==> src/rtl/read_ecc_correct.sv <==
// Page-read ECC correction: gathers per-chunk verdicts during compare, then
// applies buffered single-bit fixes to the page RAM by read-modify-write.
module read_ecc_correct #(
    parameter int unsigned FIFO_DEPTH = 8,
    parameter int unsigned FIFO_AW    = 3
) (
    input  logic        clk,
    input  logic        rst,
    input  logic        page_start,
    input  logic [1:0]  ecc_state,
    input  logic [16:0] change_addr,
    input  logic        ecc_success,
    output logic        ram_en,
    output logic        ram_we,
    output logic [12:0] ram_addr,
    output logic [7:0]  ram_din,
    input  logic [7:0]  ram_dout,
    output logic        busy,
    output logic        done,
    output logic [1:0]  page_result,
    output logic [6:0]  corr_cnt,
    output logic [5:0]  bad_chunk
);

    localparam int unsigned CNT_W   = FIFO_AW + 1;
    localparam int unsigned ENTRY_W = 16;

    typedef enum logic [2:0] {
        S_IDLE,
        S_COLLECT,
        S_RD,
        S_LATCH,
        S_WR,
        S_FIN
    } state_e;

    state_e               state_q, state_d;
    logic [ENTRY_W-1:0]   fifo_q [FIFO_DEPTH];
    logic [FIFO_AW-1:0]   wr_ptr_q, wr_ptr_d;
    logic [FIFO_AW-1:0]   rd_ptr_q, rd_ptr_d;
    logic [CNT_W-1:0]     count_q, count_d;
    logic [5:0]           chunk_q, chunk_d;
    logic                 uncorr_q, uncorr_d;
    logic                 ovf_q, ovf_d;
    logic                 ram_en_q, ram_en_d;
    logic                 ram_we_q, ram_we_d;
    logic [12:0]          ram_addr_q, ram_addr_d;
    logic [7:0]           ram_din_q, ram_din_d;
    logic                 busy_q, busy_d;
    logic                 done_q, done_d;
    logic [1:0]           result_q, result_d;
    logic [6:0]           corr_cnt_q, corr_cnt_d;
    logic [5:0]           bad_chunk_q, bad_chunk_d;
    logic                 push_c;
    logic [FIFO_AW-1:0]   rd_ptr_nx_c;
    logic [ENTRY_W-1:0]   head_c;
    logic [ENTRY_W-1:0]   next_c;
    logic                 fifo_full_c;
    logic                 unused_c;

    // Bit 16 of change_addr carries no information for this block.
    assign unused_c    = change_addr[16];
    assign rd_ptr_nx_c = rd_ptr_q + FIFO_AW'(1);
    assign head_c      = fifo_q[rd_ptr_q];
    assign next_c      = fifo_q[rd_ptr_nx_c];
    assign fifo_full_c = (count_q == CNT_W'(FIFO_DEPTH));

    // Next-state and registered-output computation.
    always_comb begin
        state_d     = state_q;
        wr_ptr_d    = wr_ptr_q;
        rd_ptr_d    = rd_ptr_q;
        count_d     = count_q;
        chunk_d     = chunk_q;
        uncorr_d    = uncorr_q;
        ovf_d       = ovf_q;
        ram_en_d    = 1'b0;
        ram_we_d    = 1'b0;
        ram_addr_d  = ram_addr_q;
        ram_din_d   = ram_din_q;
        busy_d      = busy_q;
        done_d      = 1'b0;
        result_d    = result_q;
        corr_cnt_d  = corr_cnt_q;
        bad_chunk_d = bad_chunk_q;
        push_c      = 1'b0;

        if (page_start) begin
            state_d     = S_COLLECT;
            wr_ptr_d    = '0;
            rd_ptr_d    = '0;
            count_d     = '0;
            chunk_d     = '0;
            uncorr_d    = 1'b0;
            ovf_d       = 1'b0;
            busy_d      = 1'b0;
            result_d    = 2'd0;
            corr_cnt_d  = '0;
            bad_chunk_d = '0;
        end else begin
            unique case (state_q)
                S_IDLE, S_COLLECT: begin
                    if (state_q == S_COLLECT && ecc_state != 2'd0) begin
                        chunk_d = chunk_q + 6'd1;
                        if (ecc_state == 2'd2) begin
                            if (corr_cnt_q != 7'd64) begin
                                corr_cnt_d = corr_cnt_q + 7'd1;
                            end
                            if (fifo_full_c) begin
                                ovf_d = 1'b1;
                            end else begin
                                push_c   = 1'b1;
                                wr_ptr_d = wr_ptr_q + FIFO_AW'(1);
                                count_d  = count_q + CNT_W'(1);
                            end
                        end
                        if (ecc_state == 2'd3) begin
                            if (!uncorr_q) begin
                                bad_chunk_d = chunk_q;
                            end
                            uncorr_d = 1'b1;
                        end
                    end
                    if (ecc_success) begin
                        busy_d = 1'b1;
                        if (uncorr_q || ovf_q) begin
                            result_d = 2'd3;
                            done_d   = 1'b1;
                            state_d  = S_FIN;
                        end else if (count_q == '0) begin
                            result_d = 2'd1;
                            done_d   = 1'b1;
                            state_d  = S_FIN;
                        end else begin
                            ram_en_d   = 1'b1;
                            ram_addr_d = head_c[15:3];
                            state_d    = S_RD;
                        end
                    end
                end
                S_RD: begin
                    state_d = S_LATCH;
                end
                S_LATCH: begin
                    // Read data is valid this cycle; flip the bit on the way to the register.
                    ram_din_d = ram_dout ^ (8'h01 << head_c[2:0]);
                    ram_en_d  = 1'b1;
                    ram_we_d  = 1'b1;
                    state_d   = S_WR;
                end
                S_WR: begin
                    rd_ptr_d = rd_ptr_nx_c;
                    count_d  = count_q - CNT_W'(1);
                    if (count_q == CNT_W'(1)) begin
                        result_d = 2'd2;
                        done_d   = 1'b1;
                        state_d  = S_FIN;
                    end else begin
                        ram_en_d   = 1'b1;
                        ram_addr_d = next_c[15:3];
                        state_d    = S_RD;
                    end
                end
                S_FIN: begin
                    busy_d  = 1'b0;
                    state_d = S_COLLECT;
                end
                default: begin
                    state_d = S_IDLE;
                end
            endcase
        end
    end

    // State and output registers.
    always_ff @(posedge clk) begin
        if (rst) begin
            state_q     <= S_IDLE;
            wr_ptr_q    <= '0;
            rd_ptr_q    <= '0;
            count_q     <= '0;
            chunk_q     <= '0;
            uncorr_q    <= 1'b0;
            ovf_q       <= 1'b0;
            ram_en_q    <= 1'b0;
            ram_we_q    <= 1'b0;
            ram_addr_q  <= '0;
            ram_din_q   <= '0;
            busy_q      <= 1'b0;
            done_q      <= 1'b0;
            result_q    <= 2'd0;
            corr_cnt_q  <= '0;
            bad_chunk_q <= '0;
        end else begin
            state_q     <= state_d;
            wr_ptr_q    <= wr_ptr_d;
            rd_ptr_q    <= rd_ptr_d;
            count_q     <= count_d;
            chunk_q     <= chunk_d;
            uncorr_q    <= uncorr_d;
            ovf_q       <= ovf_d;
            ram_en_q    <= ram_en_d;
            ram_we_q    <= ram_we_d;
            ram_addr_q  <= ram_addr_d;
            ram_din_q   <= ram_din_d;
            busy_q      <= busy_d;
            done_q      <= done_d;
            result_q    <= result_d;
            corr_cnt_q  <= corr_cnt_d;
            bad_chunk_q <= bad_chunk_d;
        end
    end

    // Correction FIFO storage; pointers above gate validity.
    always_ff @(posedge clk) begin
        if (push_c) begin
            fifo_q[wr_ptr_q] <= change_addr[15:0];
        end
    end

    assign ram_en      = ram_en_q;
    assign ram_we      = ram_we_q;
    assign ram_addr    = ram_addr_q;
    assign ram_din     = ram_din_q;
    assign busy        = busy_q;
    assign done        = done_q;
    assign page_result = result_q;
    assign corr_cnt    = corr_cnt_q;
    assign bad_chunk   = bad_chunk_q;

endmodule
==> config.mk <==
export PLATFORM = sky130hd
export DESIGN_NAME = read_ecc_correct
export DESIGN_NICKNAME = d
export VERILOG_FILES = /design/src/rtl/read_ecc_correct.sv
export SDC_FILE = /design/constraint.sdc
export NUM_CORES = 1
export LEC_CHECK = 0
export CORE_MARGIN = 2
export CORE_UTILIZATION = 48
export CTS_CLUSTER_SIZE = 8
export DETAILED_ROUTE_END_ITERATION = 7
export GPL_TIMING_DRIVEN = 0
export PLACE_DENSITY_LB_ADDON = 0.05
export SLEW_MARGIN = 20
export SYNTH_ARGS = -nofsm -noshare
export SYNTH_HDL_FRONTEND = slang
export SYNTH_SLANG_ARGS = --single-unit
==> constraint.sdc <==
create_clock -name clk -period 3.12 [get_ports clk]
set_input_delay 0.312 -clock clk [delete_from_list [all_inputs] [get_ports clk]]
set_output_delay 0.312 -clock clk [all_outputs]
set_load 0.05 [all_outputs]
# Word level (Yosys, flattened, before mapping)
# Memories as Yosys holds them, arrays and structs flattened. A register that Yosys moved wholly into a read port is not among the register bits.
# Index checks and enable logic that the tools add are counted.
# word_totals
ff_bits,61
ram_bits,128
in_bits,31
output_inout_bits,40
elab_cells,111
mem_count,1
# mem_list
memory,words,word_bits,rd,rd_clocked_by_memory_dff,wr,line,text
fifo_q,8,16,2,1,1,38,logic [ENTRY_W-1:0] fifo_q [FIFO_DEPTH];
# classes
n_addsub,6
eq_ne,20
shifts,1
n_mux,42
bitwise,4
n_reduce_logical,20
# ops
operator,count
13-bit two-way mux,4
13-bit one-hot mux with 2 select lines,1
4-bit AND reduction,6
1-bit two-way mux,18
3-bit two-way mux,6
"2-bit != test, second input constant",8
3-bit one-hot mux with 5 select lines,1
4-bit two-way mux,3
2-bit two-way mux,4
4-bit one-hot mux with 2 select lines,1
"1-bit by 3-bit << shifter with 8-bit output, first input constant",1
8-bit bitwise XOR,1
"7-bit by 1-bit adder with 7-bit output, second input constant",1
"7-bit != test, second input constant",1
"3-bit by 1-bit adder with 3-bit output, second input constant",2
"6-bit by 1-bit adder with 6-bit output, second input constant",1
"3-bit by 2-bit equality test with 1-bit output, second input constant",2
"3-bit equality test, second input constant",2
"3-bit != test, second input constant",2
2-bit AND reduction,3
6-bit AND reduction,1
2-bit nonzero test,3
"4-bit by 1-bit adder with 4-bit output, second input constant",1
"2-bit equality test, second input constant",2
14 further kinds,18

# Depth between registers and ports, before layout
# depth
word_depth,8
ltp_mapped,7
depth_no_buf,6

# Worst setup path after synthesis
# No wires, ideal clock.
# synth_timing
path_type,reg2reg
startpoint,register count_q[0]
endpoint,"memory fifo_q[4][0], enable pin"
setup_time_ns,0.430
arrival_time_ns,2.949
required_time_ns,2.690
setup_slack_ns,-0.259
stages_incl_launch_ff,7
path_buffers,0
synth_period_minus_slack_ns,3.379
path_cell_list,dfxtp_1 inv_1 ha_1 and3b_1 nor3_1 nand2_1 nor4_1
# synth_between
elab_chain_len,8
# synth_lines
item,line,text
from (decl),41,"logic [CNT_W-1:0] count_q, count_d;"
from (signal assigned),198,count_q <= count_d;
4-bit equality test,66,assign fifo_full_c = (count_q == CNT_W'(FIFO_DEPTH));
1-bit two-way mux,109,if (fifo_full_c) begin
1-bit two-way mux,105,if (ecc_state == 2'd2) begin
1-bit two-way mux,103,if (state_q == S_COLLECT && ecc_state != 2'd0) begin
1-bit two-way mux,101,unique case (state_q)
1-bit two-way mux,88,if (page_start) begin
1-bit two-way mux,216,if (push_c) begin
1-bit two-way mux (not written as such),217,fifo_q[wr_ptr_q] <= change_addr[15:0];
to (decl),38,
# No other way between the ends.

# Worst setup path in the final report
# layout_timing
startpoint,register state_q[2]
endpoint,"memory fifo_q[2][14], enable pin"
# layout_between
elab_chain_len,7
elab_cells_between_ends,9
classes_between,1 x eq/ne; 5 x mux; 3 x reduce/logical
# layout_lines
item,line,text
from (decl),37,"state_e state_q, state_d;"
from (signal assigned),195,state_q <= state_d;
3-bit by 1-bit equality test with 1-bit output,"101, 103",
1-bit logical AND,103,
1-bit two-way mux,103,
1-bit two-way mux *,101,
1-bit two-way mux *,88,
1-bit two-way mux *,216,
1-bit two-way mux (not written as such) *,217,
# Every way passes the cells marked *; elsewhere a longest branch is shown, timed or not.

==> summary.md <==
| Metric | Value |
|---|---|
| # hold bufs at CTS | `0` |
| Yosys warning count | `0` |
| Clk Latency, worst-skew pair | `0.45 ns` |
| Final min period | `approximately 2.9 ns` |
| Status | `finished clean` |
| Slew Limit Fails | `0` |
| Antenna-violating nets left | `0` |
| Peak VDD IR | `0.000398 V` |
| CP Data Required Time | `around 3.3 ns` |
| Initial core utilization | `49.2%` |
| GP Congestion | `0.816` |
| Register area share after synthesis | `60.3%` |
| Area of the multi-input gates | `0.00324 mm²` |
| Hold path depth | `3` |
| Vias/cell | `5.93` |
| Die height | `137 µm` |
| Power per cell area | `between 500 and 600 mW/mm²` |
| Lkg Pwr | `approximately 3.2 nW` |
| Top post-synthesis cells by area | `edfxtp_1 45%, mux4_2 15%, dfxtp_1 15%` |
| Cells after Synth | `575` |
| Share of total power in the clock network | `42.1%` |
| Yosys cell types | `52` |
| I/O Pins | `71` |
| Setup TNS after final layout | `0 ns` |
| Mean Syn Cell Area | `14.8 µm²` |
| Worst setup EP type | `flip-flop` |
| Psw | `~1.2 mW` |
| Final worst path period share | `between 90% and 100%` |
| Kind of critical path | `reg2reg` |
| Register bit total from synthesis | `192` |
| Post-CTS repair timing setup buffer count | `0` |
| First-pass GRT wire length | `30400 µm` |
| Rel. slew slack | `between 30% and 40%` |
| CTS tree | `yes` |
| Row Count | `48` |
| Synth async-reset ratio | `0%` |
| Placeable Area | `0.0173 mm²` |
| Fmax | `343 MHz` |
| Top FF cell, synth | `edfxtp_1` |
| Initial DRC count | `399` |
| N_diodes | `0` |
| Area leader, netlist | `edfxtp_1` |
| Initial DRT Pass Iterations | `5` |
| Grt ovf | `0` |
| Final Total Pwr | `approximately 5.3 mW` |
| Design internal power | `between 4 and 5 mW` |
| FF-to-FF path depth | `6` |
| GRT Total Usage | `22.5%` |
| Post_cts resized | `0` |
| Design Area, Final | `0.0102 mm²` |
| # H-tree levels | `4` |
| EDFF count, synth | `128` |
| Setup-failing EPs final | `0` |
| Syn nets | `615` |
| DRC viols | `0` |
| Hold Path Class | `in2reg` |
| Final nets | `712` |
| Combinational power share | `6.0%` |
| Synth top area share | `45.2%` |
| Tightest Pin Transition | `1.02 ns` |
| Critical Path Fanout Max | `10` |
| PortBufs | `67` |
| Area Growth Syn to Fin | `20.3%` |
| Final count of hold timing violations | `0` |
| RSZ-0062 raised after global routing | `false` |
| Routed len/inst | `between 20 and 25 µm` |
| Vias in the first global route | `5352` |
| Sw frac | `23.1%` |
| Fillers | `approximately 1400` |
| Die Wd | `137 µm` |
| Cell area after synthesis | `0.00850 mm²` |
| Post-layout util | `59.2%` |
| Sequential Power Share | `~52%` |
| CTS Sinks | `approximately 190` |
| Routed vias | `5400` |
| Share of cells above drive strength 1 | `19.1%` |
| CP Launch Type | `flip-flop` |
| Worst endpoint data arrival time | `3.07 ns` |
| Max_cap viols | `0` |
| DP HPWL | `13400 µm` |
| Final Skew | `between 0.015 and 0.02 ns` |
| Longest Clk Path Bufs | `2` |
| Pin count of the biggest net entering global routing | `19` |
| CTS clock-pin slew for the worst setup and hold paths | `0.07 ns` |
| Die Area | `0.0188 mm²` |
| Register area | `0.00512 mm²` |
| Initial antenna violation count | `0` |
| Placed Instance Area | `0.00963 mm²` |
| Num CTS Buffers | `17` |
| Routed wire length | `slightly below 20000 µm` |
| Root Driver | `clkbuf_16` |
-- power groups by stage --
| stage | logic, mW | registers, mW | clock network, mW |
|---|---|---|---|
| after floorplan | 0.147 | 2.83 | 0 |
| after global placement | 0.305 | 2.80 | 0 |
| after detailed placement | 0.314 | 2.80 | 0 |
| after CTS | 0.316 | 2.74 | 2.26 |
| after global routing | 0.342 | 2.74 | 2.36 |
| final | 0.316 | 2.74 | 2.22 |
-- path summary, 6_finish.rpt --
path	from	endpoint	slack (ns)
worst max-delay path	state_q[2]	fifo_q[2][14]	0.20
worst min register to register	page_result[0]	page_result[0]	0.46
worst min-delay path	ecc_state[0]	uncorr_q	0.35
worst max register to register	state_q[2]	fifo_q[2][14]	0.20
-- per-stage QoR --
stage | setup slack (ns) | hold WS (ns) | cells
after floorplan | 0.405 | 0.411 | 575
after global placement | -1.49 | 0.440 | 867
after detailed placement | -0.158 | 0.446 | 878
after CTS | 0.0604 | 0.329 | 910
after global routing | 0.0628 | 0.401 | 910
final | 0.202 | 0.353 | 910
-- area by class of cell --
cell class	instances	share of cell area [%]
buffer	38	1.64
clock buffer	17	4.16
clock inverter	15	1.71
inverter	12	0.440
multi-input combinational	333	31.7
sequential	192	50.1
tap	225	2.75
timing repair buffer	78	7.58
-- logic make-up (layout without fill, tap and decap cells) --
logic type,Yosys count,in the layout,synth area share (%)
buffers and inverters,50,160,2.50
xor gates and xnor gates,14,14,1.44
and+or+nand+nor,145,145,8.39
muxes,97,97,20.0
AOI/OAI and AO/OA,68,68,6.05
adders and majority gates,9,9,1.32
DFF,192,192,60.3
-- critical path: stages, from the launching register on --
cell,delay [ns]
dfxtp_1,0.34
clkbuf_1,0.22
and4bb_2,0.39
nand3_1,0.37
nor3_2,0.79
buf_4,0.30
buf_4,0.21
-- flip-flops by register name, indices dropped and copies added (netlist names), 3 cells and up, named ones only --
register,count
bad_chunk,6
ram_addr,13
rd_ptr_q,3
fifo_q,128
state_q,3
wr_ptr_q,3
corr_cnt,7
chunk_q,6
count_q,4
ram_din,8
-- layout by cell type, fill, tap and decap left out, types with 7 or more instances in the layout --
cell and instances:
ha_1 9, a311oi_1 8, a32o_1 13, clkdlybuf4s50_1 67, nor3_1 7, nor2_1 42, buf_2 8, xnor2_1 11
mux2i_1 36, o31ai_1 8, dfxtp_1 64, clkbuf_16 17, a21oi_1 15, nand2_1 44, mux4_2 58, edfxtp_1 128
clkbuf_1 27, nand3_1 8, or4_1 8, inv_1 12
-- cells in the mapped netlist, drive strengths merged, types with 6 or more instances --
cell type	count
inv	12
buf	11
o21ai	6
a21oi	15
o31ai	8
xnor2	11
a311oi	8
dfxtp	64
nor3	11
ha	9
nor2	45
edfxtp	128
a32o	13
nand3	8
mux4	58
nor4	6
nand2	44
mux2i	36
clkbuf	27
or4	8
-- routing by layer --
metal	vias up	GRT usage, %	wire length, µm
met5	-	0	0
met4	0	6.93	302
met3	25	4.44	941
met2	157	39.0	10200
met1	2743	28.5	8360
li1	2475	-	-
Note: power is estimated with default switching activity, not from simulation.
